===== src/rtl/sram_arbiter.sv =====
// Shares one 16-bit asynchronous SRAM between the Z80 bus and a DMA requester.
// CPU has priority; every access is IDLE -> ACCESS (ACC_CYCLES) -> RECOVER.
module sram_arbiter #(
   parameter int ACC_CYCLES = 2
) (
   input  logic        clk_vram,
   input  logic        nreset,
   input  logic        cpu_req,
   input  logic        cpu_we,
   input  logic [3:0]  cpu_page,
   input  logic [14:0] cpu_a,
   input  logic [7:0]  cpu_wdata,
   output logic [7:0]  cpu_rdata,
   output logic        cpu_overrun,
   input  logic        dma_req,
   input  logic        dma_we,
   input  logic [18:0] dma_addr,
   input  logic [7:0]  dma_wdata,
   output logic        dma_ack,
   output logic [7:0]  dma_rdata,
   output logic        busy,
   output logic [17:0] SRAM_ADDR,
   input  logic [15:0] SRAM_DQ_in,
   output logic [15:0] SRAM_DQ_out,
   output logic        SRAM_DQ_oe,
   output logic        SRAM_CE_N,
   output logic        SRAM_OE_N,
   output logic        SRAM_WE_N,
   output logic        SRAM_UB_N,
   output logic        SRAM_LB_N
);

   localparam int CW = (ACC_CYCLES > 1) ? $clog2(ACC_CYCLES) : 1;

   typedef enum logic [1:0] {S_IDLE, S_ACCESS, S_RECOVER} state_t;

   state_t        r_state;
   logic [CW-1:0] r_cnt;
   logic          r_owner_dma;
   logic          r_we;
   logic          r_lane_ub;
   logic          r_cpu_req_d;
   logic          r_cpu_pending;

   logic          w_cpu_edge;
   logic          w_grant_cpu;
   logic          w_grant_dma;
   logic          w_we;
   logic [18:0]   w_addr;
   logic [7:0]    w_wdata;
   logic [7:0]    w_rbyte;

   assign w_cpu_edge  = cpu_req & ~r_cpu_req_d;
   assign w_grant_cpu = (r_state == S_IDLE) & r_cpu_pending;
   // A CPU edge seen this cycle holds DMA off so the CPU wins a simultaneous request.
   assign w_grant_dma = (r_state == S_IDLE) & ~r_cpu_pending & ~w_cpu_edge & dma_req;

   assign w_we    = w_grant_cpu ? cpu_we : dma_we;
   assign w_addr  = w_grant_cpu ? {cpu_page, cpu_a} : dma_addr;
   assign w_wdata = w_grant_cpu ? cpu_wdata : dma_wdata;
   assign w_rbyte = r_lane_ub ? SRAM_DQ_in[15:8] : SRAM_DQ_in[7:0];
   assign busy    = (r_state != S_IDLE);

   always_ff @(posedge clk_vram or negedge nreset) begin
      if (!nreset) begin
         r_state       <= S_IDLE;
         r_cnt         <= '0;
         r_owner_dma   <= 1'b0;
         r_we          <= 1'b0;
         r_lane_ub     <= 1'b0;
         r_cpu_req_d   <= 1'b0;
         r_cpu_pending <= 1'b0;
         cpu_rdata     <= 8'h00;
         cpu_overrun   <= 1'b0;
         dma_ack       <= 1'b0;
         dma_rdata     <= 8'h00;
         SRAM_ADDR     <= '0;
         SRAM_DQ_out   <= '0;
         SRAM_DQ_oe    <= 1'b0;
         SRAM_CE_N     <= 1'b1;
         SRAM_OE_N     <= 1'b1;
         SRAM_WE_N     <= 1'b1;
         SRAM_UB_N     <= 1'b1;
         SRAM_LB_N     <= 1'b1;
      end else begin
         r_cpu_req_d <= cpu_req;
         dma_ack     <= 1'b0;
         if (w_cpu_edge && r_cpu_pending)
            cpu_overrun <= 1'b1;
         // An edge arriving on the grant cycle merges into the access being granted.
         if (w_grant_cpu)
            r_cpu_pending <= 1'b0;
         else if (w_cpu_edge)
            r_cpu_pending <= 1'b1;

         case (r_state)
            S_IDLE: begin
               if (w_grant_cpu || w_grant_dma) begin
                  r_state     <= S_ACCESS;
                  r_cnt       <= CW'(ACC_CYCLES - 1);
                  r_owner_dma <= ~w_grant_cpu;
                  r_we        <= w_we;
                  r_lane_ub   <= w_addr[0];
                  SRAM_ADDR   <= w_addr[18:1];
                  SRAM_DQ_out <= {w_wdata, w_wdata};
                  SRAM_DQ_oe  <= w_we;
                  SRAM_CE_N   <= 1'b0;
                  SRAM_OE_N   <= w_we;
                  SRAM_WE_N   <= ~w_we;
                  SRAM_UB_N   <= ~w_addr[0];
                  SRAM_LB_N   <= w_addr[0];
               end
            end
            S_ACCESS: begin
               if (r_cnt == '0) begin
                  if (!r_we) begin
                     if (r_owner_dma)
                        dma_rdata <= w_rbyte;
                     else
                        cpu_rdata <= w_rbyte;
                  end
                  SRAM_OE_N <= 1'b1;
                  SRAM_WE_N <= 1'b1;
                  dma_ack   <= r_owner_dma;
                  r_state   <= S_RECOVER;
               end else begin
                  r_cnt <= r_cnt - 1'b1;
               end
            end
            S_RECOVER: begin
               SRAM_CE_N  <= 1'b1;
               SRAM_UB_N  <= 1'b1;
               SRAM_LB_N  <= 1'b1;
               SRAM_DQ_oe <= 1'b0;
               r_state    <= S_IDLE;
            end
            default: r_state <= S_IDLE;
         endcase
      end
   end

endmodule


===== config.mk =====
export PLATFORM = sky130hd
export DESIGN_NAME = sram_arbiter
export DESIGN_NICKNAME = d
export VERILOG_FILES = /design/src/rtl/sram_arbiter.sv
export SDC_FILE = /design/constraint.sdc
export NUM_CORES = 1
export LEC_CHECK = 0
export ABC_AREA = 1
export CORE_MARGIN = 2
export CORE_UTILIZATION = 37
export DETAILED_ROUTE_END_ITERATION = 16
export GPL_ROUTABILITY_DRIVEN = 0
export HOLD_SLACK_MARGIN = 0.15
export PLACE_DENSITY = 0.74
export SLEW_MARGIN = 20
export SYNTH_ARGS = -nofsm -noshare
export SYNTH_HDL_FRONTEND = slang
export SYNTH_SLANG_ARGS = --single-unit

===== constraint.sdc =====
create_clock -name clk_vram -period 2.4 [get_ports clk_vram]
set_clock_uncertainty 0.2 [all_clocks]
set_input_delay 0.36 -clock clk_vram [delete_from_list [all_inputs] [get_ports clk_vram]]
set_output_delay 0.36 -clock clk_vram [all_outputs]
set_load 0.01 [all_outputs]

==> results.md, run 1 <==
- Data required time of the critical path: 1840 ps
- Total power: 5.87 mW
- Max H-tree Level: 3
- Final core occ: 59.9%
- Worst-Skew Late Latency: 340 ps
- Final setup margin: 294 ps
- Final wirelength: 7.84 mm
- Multi-input gate area: 0.00115 mm²
- Placed Area: 0.00416 mm²
- Final period demand of the worst path: 2110 ps
- Worst slew pin tran: 487 ps
- Num rows: 31
- Setup Slack @ Placement: 293 ps
- Initial DRC count: 127
- Worst setup EP type: output port
- Met1 Resource Use GR: 24.9%
- Post-synthesis xor/xnor area fraction: 0%
- Post-synthesis instance total: 348
- Ranking of synthesized cells by area: dfrtp_1 47%, nand2_1 22%, nand3_1 5.8%
- Crit path launch: r_state[1]
- Complex-gate fraction of the synthesized area: 6.53%
- Ys Warns: 0
- Final setup fails: 0
- Top-level port count: 135
- Average footprint of a synthesized cell: 8.15 µm²
- Fin crit share: 87.8%
- Synth Area in Simple Gates: 34.0%
- CTS Buf Count: 9
- Synth-to-layout area growth: 54.9%
- Unique masters post-synth: 24
- Routed Antenna Nets: 0
- Worst relative slew slack: 67.5%
- Die H: 91.5 µm
- Commonest non-fill, non-tap cells in the layout: 169 x nand2_1, 133 x clkdlybuf4s50_1, 53 x dfrtp_1, 33 x nand3_1, 20 x o21ai_0
- Non-Filler Instances: 583
- Nets: 555
- Clock Pin Slew Worst Setup and Hold Paths: 60 ps
- Vias in the first global route: 2,726
- Worst setup path category: flip-flop to output port
- Largest net degree at the start of global routing: 41
- Most common cell after layout, fill and taps aside: nand2_1
- Ant diodes: 0
- First-pass GRT wire length: 13.1 mm
- Mux share of post-synthesis cell area: 0%
- Initial core utilization: 38.7%
- Met2 GRT Util: 32.0%
- First-pass iteration count of the detailed router: 4
- Cells after DPL: 561
- Worst-path maximum fanout: 7
- Max Fclk: 475 MHz
- Hold WS: 263 ps
- CTS tree: yes
- CTS Root Cell: clkbuf_8
- GR Overflow Total: 0
- Hold wc startpoint: SRAM_CE_N
- Critical R2R Launch: r_state[1]
- Port buffer count: 134
- Core area: 0.00733 mm²
- Worst EP arrival: 1550 ps
- Status: finished clean
- Worst VDD drop: 670 µV
- Main combinational cell family by area after synthesis: simple AND/OR/NAND/NOR gates
- Slew Viols, Final: 0
- Vias per inst: 4.70
- Sequential Area: 0.00146 mm²
- Critical Path Max Stage Delay: 470 ps
- Net Count, Synth: 424
- Mapped cell area: 0.00284 mm²
- Max-cap violations: 0
- CTS sink cnt: 58
- Gr usage total: 19.6%
- Min-Delay Path Class: flip-flop to flip-flop
- Setup TNS after final layout: 0 ps
- Leading area contributor after synthesis: dfrtp_1
- Layout cell share with drive strength beyond 1: 12.6%
- Post-synth top area share: 46.8%
- Critical-path top delay cell: clkdlybuf4s50_1
- CP Launch Type: flip-flop
- Top Usage Layer GRT: met2
- Vias: 2,739
- FILL cells: 646
- Die X: 91.5 µm
- PwrDens: 1340 mW/mm²
- RSZ-0062 raised after global routing: false
- Routed WL per cell: 13.5 µm
- Initial antenna violation count: 0
- Register bit count reported by yosys: 58
- Final instance area: 0.00439 mm²
- Die footprint: 0.00838 mm²
- Reg2reg setup slack: 440 ps
- Met3 Use GR: 5.73%
- Final hold vios: 0
- Adder-cell area share of the yosys netlist: 0%
- Lkg Pwr: 2.11 nW
- Seq/Total Area, Yosys: 51.4%
- Crit-path cells: nor2_4 -> inv_1 -> clkdlybuf4s50_1
- Detailed-placement wirelength estimate: 5.61 mm
- Maximum clock insertion buffer count: 2
- # DRC: 0
## path summary, 6_finish.rpt
check                                      to  depth (start not counted)
worst min register to register      SRAM_CE_N                          2
worst max register to register          r_cnt                          6
worst max-delay path                     busy                          3
worst min-delay path                SRAM_CE_N                          2
min in group asynchronous       SRAM_ADDR[11]                          2
max in group asynchronous           SRAM_OE_N                          3
## Yosys cell counts (all sizes together)
cell type / count
a31o: 1
buf: 25
clkbuf: 1
clkinv: 1
dfrtp: 53
dfstp: 5
inv: 9
nand2: 173
nand3: 35
nand4: 3
nor2: 5
o21ai: 28
o22ai: 1
or2: 8
## layout make-up
type,count,area share (%)
inverters,10,0.883
repair buffers,146,32.8
clock inverters,6,0.969
clock buffers,10,3.13
multi-input cells,254,26.2
well taps,99,2.82
flip-flops and latches,58,33.2
## power by group
part / switching, mW / leakage, nW / internal [mW] / total [mW]
clock network: 0.402 / 0.0765 / 0.399 / 0.801
registers: 0.311 / 0.698 / 1.49 / 1.80
logic: 1.73 / 1.34 / 1.54 / 3.27
total: 2.44 / 2.11 / 3.43 / 5.87
## critical path: cells and delay by family (launching register included)
family | cells | cell delay (ps)
DFF | 1 | 450
buffers and inverters | 2 | 530
and+or+nand+nor | 1 | 230
## logic make-up (layout without fill, tap and decap cells)
family,Yosys count,count (layout)
buf+inv,36,172
simple gates,224,224
flops,58,58
compound gates,30,30
## state kept, by name (all words and copies together), names as in the netlist, 2 cells and up
name	cells
SRAM_ADDR	18
SRAM_DQ_out	8
cpu_rdata	8
dma_rdata	8
r_state	2
## routing by layer
| layer | share of wire [%] | wire, µm |
|---|---|---|
| met1 | 43 | 3350 |
| met2 | 49 | 3870 |
| met3 | 6.2 | 489 |
| met4 | 1.7 | 133 |
| met5 | 0 | 0 |
## what timing repair did
item | CTS | global route
hold buffers | 1 | 0
hold endpoints to repair | 18 | 0
resized for setup | 0 | 0
buffers inserted | 0 | 5
setup endpoints to repair | 0 | 1
No activity file was read; power rests on OpenSTA's default activity.
==> run 2: changes to the inputs <==
Settings changed: SKIP_CTS_REPAIR_TIMING set to 1.
==> results.md, run 2 (same netlist as run 1, synthesis figures left out) <==
- Status: finished clean
- FILL cells: 646 (unchanged)
- Layout cell share with drive strength beyond 1: 12.6% (unchanged)
- Clock network fraction of total power: 13.6% (about the same)
- Worst VDD drop: 670 µV (about the same)
- Crit path launch: r_state[1]
- Commonest non-fill, non-tap cells in the layout: 169 x nand2_1, 133 x clkdlybuf4s50_1, 53 x dfrtp_1, 33 x nand3_1, 20 x o21ai_0
- Number of flip-flops in the largest register: 18 (unchanged)
- Biggest register: SRAM_ADDR
- CP Launch Type: flip-flop
- Min-Delay Path Class: flip-flop to flip-flop
- First-pass GRT wire length: 13.1 mm (unchanged)
- First-pass iteration count of the detailed router: 4 (unchanged)
- Comb power frac: 55.7% (about the same)
- CTS tree: yes
- Initial DRC count: 132 (+3.9%)
- Port buffer count: 134 (unchanged)
- Num rows: 31 (unchanged)
- Worst setup path category: flip-flop to output port
- Hold wc startpoint: SRAM_CE_N
- Routed Antenna Nets: 0 (unchanged)
- Final wirelength: 7.78 mm (-0.88%)
- Part of the power in registers: 30.7% (about the same)
- Ant diodes: 0 (unchanged)
- Fin crit share: 87.6% (-0.15 points)
- Most common cell after layout, fill and taps aside: nand2_1
- Detailed-placement wirelength estimate: 5.61 mm (unchanged)
- Bufs and invs on worst path: 2 (unchanged)
- Critical R2R Launch: r_state[1]
- Worst relative slew slack: 67.7% (+0.20 points)
- Worst setup EP type: output port
- Critical Path Max Stage Delay: 470 ps (about the same)
- # DRC: 0 (unchanged)
- GR Overflow Total: 0 (unchanged)
- Final hold vios: 0 (unchanged)
- Final setup margin: 297 ps (+3.66 ps)
- Worst slew pin tran: 484 ps (-2.95 ps)
- Die H: 91.5 µm (unchanged)
- Lkg Pwr: 2.11 nW (unchanged)
- Data required time of the critical path: 1840 ps (about the same)
- Worst-Skew Late Latency: 330 ps (about the same)
- Sw Share: 41.6% (-0.078 points)
- Routed WL per cell: 13.3 µm (-0.88%)
- RSZ-0062 raised after global routing: false
- Max-cap violations: 0 (unchanged)
- Max Fclk: 476 MHz (+0.17%)
- Hold EP: SRAM_CE_N
- Setup Slack @ Placement: 293 ps (unchanged)
- Gr usage total: 19.6% (unchanged)
- Vias: 2,740 (+0.037%)
- CTS Root Cell: clkbuf_8
- Worst EP arrival: 1540 ps (about the same)
- Nets: 555 (unchanged)
- CTS sink cnt: 58 (unchanged)
- PwrDens: 1340 mW/mm² (-0.13%)
- Largest net degree at the start of global routing: 41 (unchanged)
- Die footprint: 0.00838 mm² (unchanged)
- Vias in the first global route: 2,724 (-0.073%)
- Maximum clock insertion buffer count: 2 (unchanged)
- Slew Viols, Final: 0 (unchanged)
- Initial antenna violation count: 0 (unchanged)
- Die X: 91.5 µm (unchanged)
- Final setup fails: 0 (unchanged)
- Crit-path cells: nor2_4 -> inv_1 -> clkdlybuf4s50_1
- Synth-to-layout area growth: 54.9% (unchanged)
- Final period demand of the worst path: 2100 ps (-3.66 ps)
- R2R Path End: r_cnt
- Clock Pin Slew Worst Setup and Hold Paths: 60 ps (about the same)
- Total power: 5.86 mW (-0.13%)
- FF-to-FF path depth: 6 (unchanged)
- Setup TNS after final layout: 0 ps (unchanged)
- Reg2reg setup slack: 440 ps (about the same)
- Cell family with most CP delay: buffers and inverters
- Top-level port count: 135 (unchanged)
- Vias per inst: 4.70 (about the same)
- Initial core utilization: 38.7% (unchanged)
- Max H-tree Level: 3 (unchanged)
- Pint: 3.43 mW (about the same)
- Worst-path maximum fanout: 7 (unchanged)
- Number of stages on the worst hold path: 2 (unchanged)
- Critical-path top delay cell: clkdlybuf4s50_1
- NetSw: 2.44 mW (-0.32%)
- Core area: 0.00733 mm² (unchanged)
- CTS Buf Count: 9 (unchanged)
run 2: final cells by class:
cell class | instances | area (µm²) | area share [%]
flip-flops and latches | 58 | 1460 | 33.2
repair buffers | 146 | 1440 | 32.8
multi-input cells | 254 | 1150 | 26.2
clock buffers | 10 | 138 | 3.13
well taps | 99 | 124 | 2.82
clock inverters | 6 | 42.5 | 0.969
inverters | 10 | 38.8 | 0.883
run 2: per-stage QoR:
step           hold WS, ps  utilization [%]  instance area [µm²]  std cells
2_1_floorplan         -136                -                 2840        348
5_1_grt                301             59.9                 4390        583
3_3_place_gp           127             56.8                 4160        561
6_report               262             59.9                 4390        583
4_1_cts               -237             59.3                 4340        577
3_5_place_dp           131             56.8                 4160        561
run 2: power groups by stage:
stage / clock network (mW) / logic [mW] / registers, mW
detailed placement: 0 / 3.22 / 1.82
CTS: 0.821 / 3.23 / 1.80
global placement: 0 / 3.16 / 1.79
global route: 0.868 / 3.66 / 1.86
floorplan: 0 / 1.76 / 1.95
finish: 0.798 / 3.27 / 1.80
run 2: worst max path at each step:
| stage | depth (start not counted) | end | slack, ps |
|---|---|---|---|
| after detailed placement | 6 | r_cnt | 290 |
| after CTS | 3 | busy | 90 |
| final | 3 | busy | 300 |
| after floorplan | 3 | busy | 970 |
| after global placement | 6 | r_cnt | 320 |
| after global routing | 3 | busy | 220 |
run 2: worst min-delay path, stage by stage, from the launching register on:
cell and delay, ps:
dfstp_2 370, nand2_1 50, nand2_1 40
run 2: layer usage:
metal	global-route usage, %	vias to the layer above	part of all wire, %
met5	0	-	0
met4	6.44	0	1.8
met3	5.73	14	5.7
met2	32.0	88	49
met1	24.9	1282	43
li1	-	1356	-
==> run 3: changes to the inputs <==
Settings changed: ABC_AREA 1 to 0, GPL_ROUTABILITY_DRIVEN 0 to unset, PLACE_DENSITY 0.74 to 0.75.
==> results.md, run 3 <==
- Die X: 88.5 µm (-3.3%)
- Biggest register: SRAM_ADDR
- Routed WL per cell: 14.3 µm (+7.5%)
- Setup TNS after final layout: 0 ps (unchanged)
- Max Fclk: 469 MHz (-1.5%)
- Gr usage total: 17.7% (-1.9 points)
- FILL cells: 559 (-13%)
- Average footprint of a synthesized cell: 10.9 µm² (+33%)
- Register bit count reported by yosys: 58 (unchanged)
- Synth-to-layout area growth: 60.0%
- Vias: 2,275 (-17%)
- Part of the power in registers: 33.5% (+2.8 points)
- Post-synthesis instance total: 243 (-30%)
- Min-Delay Path Class: flip-flop to flip-flop
- Initial DRC count: 56 (-58%)
- Post-synth top area share: 50.2% (+3.4 points)
- Status: finished clean
- Complex-gate fraction of the synthesized area: 16.8% (+10 points)
- Final hold vios: 0 (unchanged)
- Max-cap violations: 0 (unchanged)
- RSZ-0062 raised after global routing: false
- First-pass iteration count of the detailed router: 4 (unchanged)
- Top post-synthesis cells by count: 71 x a21oi_1, 53 x dfrtp_1, 36 x mux2i_1
- Adder-cell area share of the yosys netlist: 0% (unchanged)
- CTS tree: yes
- Routed Antenna Nets: 0 (unchanged)
- Die H: 88.5 µm (-3.3%)
- Post-synth ARST share: 100% (unchanged)
- Max H-tree Level: 3 (unchanged)
- Most common cell after layout, fill and taps aside: clkdlybuf4s50_1
- Post-synthesis xor/xnor area fraction: 0% (unchanged)
- Nets: 449 (-19%)
- Detailed-placement wirelength estimate: 5.07 mm (-9.7%)
- Final setup fails: 0 (unchanged)
- Ranking of synthesized cells by area: dfrtp_1 50%, mux2i_1 14%, a21oi_1 13%
- Unique masters post-synth: 28 (+17%)
- Maximum clock insertion buffer count: 2 (unchanged)
- # DRC: 0 (unchanged)
- Initial core utilization: 38.5% (-0.21 points)
- Comb power frac: 50.2% (-5.5 points)
- Fin crit share: 88.9% (+1.3 points)
- Final period demand of the worst path: 2130 ps (+31.9 ps)
- NetSw: 1.99 mW (-18%)
- Count leader, synth: a21oi_1
- Largest net degree at the start of global routing: 35 (-15%)
- PwrDens: 1310 mW/mm² (-2.1%)
- Data required time of the critical path: 1840 ps (about the same)
- Worst VDD drop: 568 µV (-15%)
- Post-synth EDFFs: 0 (unchanged)
- Pint: 3.54 mW (+3.3%)
- Clock Pin Slew Worst Setup and Hold Paths: 60 ps (about the same)
- CTS sink cnt: 58 (unchanged)
- Synth Area in Simple Gates: 7.01% (-27 points)
- Main flop type after synthesis: dfrtp_1
- Final core occ: 61.5% (+1.6 points)
- GR Overflow Total: 0 (unchanged)
- Die footprint: 0.00783 mm² (-6.5%)
- CTS Buf Count: 9 (unchanged)
- Worst relative slew slack: 60.9% (-6.8 points)
- Worst slew pin tran: 586 ps (+102 ps)
- First-pass GRT wire length: 10.7 mm (-19%)
- Final wirelength: 6.78 mm (-13%)
- Layout cell share with drive strength beyond 1: 8.75% (-3.8 points)
- Commonest non-fill, non-tap cells in the layout: 133 x clkdlybuf4s50_1, 71 x a21oi_1, 53 x dfrtp_1, 36 x mux2i_1, 20 x nor2_1
- Mapped cell area: 0.00264 mm² (-6.8%)
- Initial antenna violation count: 0 (unchanged)
- Vias in the first global route: 2,269 (-17%)
- Worst setup EP type: output port
- Slew Viols, Final: 0 (unchanged)
- Placer congestion estimate: 0.758
- Reg2reg setup slack: 420 ps (-20 ps)
- Total power: 5.53 mW (-5.7%)
- Worst setup path category: flip-flop to output port
- Num rows: 30 (-3.2%)
- Vias per inst: 4.81 (+2.3%)
- Port buffer count: 134 (unchanged)
- Core area: 0.00687 mm² (-6.3%)
- Lkg Pwr: 1.72 nW (-19%)
- Sw Share: 35.9% (-5.6 points)
- Worst-Skew Late Latency: 320 ps (about the same)
- CTS Root Cell: clkbuf_8
- CP Launch Type: flip-flop
- Seq/Total Area, Yosys: 55.2% (+3.7 points)
- Mux share of post-synthesis cell area: 13.6% (+14 points)
- Number of flip-flops in the largest register: 18 (unchanged)
- Top-level port count: 135 (unchanged)
- Net Count, Synth: 319 (-25%)
- Worst EP arrival: 1570 ps (+30 ps)
- Leading area contributor after synthesis: dfrtp_1
- Worst-path maximum fanout: 6 (-1)
- Ant diodes: 0 (unchanged)
- Ys Warns: 0 (unchanged)
- Main combinational cell family by area after synthesis: compound AO/OA/AOI/OAI gates
- Clock network fraction of total power: 16.4% (+2.8 points)
-- run 3: cell count changes after synthesis, sizes merged, moves of 16 or more --
| cell | change |
|---|---|
| nand2 | -171 |
| nor2 | +16 |
| o21ai | -24 |
| nand3 | -34 |
| mux2i | +36 |
| a21oi | +71 |
-- run 3: cell type report --
type                    count  area [µm²]  area share, %
flip-flops and latches     58        1460           34.5
repair buffers            144        1430           33.7
multi-input cells         154         997           23.6
clock buffers              13         169           4.00
well taps                  96         120           2.84
clock inverters             2        35.0          0.829
inverters                   6        22.5          0.533
-- run 3: routing by layer --
layer | wire length (µm) | track usage (%) | share of wire (%)
met1 | 2880 | 21.6 | 42
met2 | 3150 | 28.5 | 46
met3 | 676 | 6.72 | 10
met4 | 74 | 6.75 | 1.1
met5 | 0 | 0 | 0
-- run 3: path summary, 6_finish.rpt --
kind	start	to	cells past startpoint
worst max-delay path	r_state[1]	busy	3
worst min-delay path	cpu_overrun	cpu_overrun	1
worst max register to register	r_state[1]	SRAM_DQ_out[13]	5
worst min register to register	cpu_overrun	cpu_overrun	1
max in group asynchronous	nreset	SRAM_CE_N	3
min in group asynchronous	nreset	dma_rdata[2]	2
-- run 3: power by group through the flow --
stage / logic, mW / registers (mW) / clock network, mW
3_3_place_gp: 2.72 / 1.85 / 0
4_1_cts: 2.80 / 1.85 / 0.934
6_report: 2.77 / 1.85 / 0.904
2_1_floorplan: 1.35 / 1.98 / 0
5_1_grt: 3.04 / 1.92 / 0.977
3_5_place_dp: 2.79 / 1.86 / 0
-- run 3: metrics by stage --
step | cells | cell area [µm²] | setup WS, ps | hold WS (ps)
2_1_floorplan | 243 | 2640 | 774 | -136
3_3_place_gp | 457 | 4010 | 279 | 180
3_5_place_dp | 457 | 4010 | 198 | 191
4_1_cts | 472 | 4220 | 254 | -161
5_1_grt | 473 | 4230 | 198 | 310
6_report | 473 | 4230 | 266 | 286
-- run 3: cell families after synthesis --
group           after synthesis
compound gates               84
buf+inv                      31
flops                        58
mux                          36
simple gates                 34
-- run 3: worst max-delay path, stage by stage (launching register included) --
cell and delay [ps]:
dfrtp_1 490, nor2_2 80, inv_1 110, clkdlybuf4s50_1 580
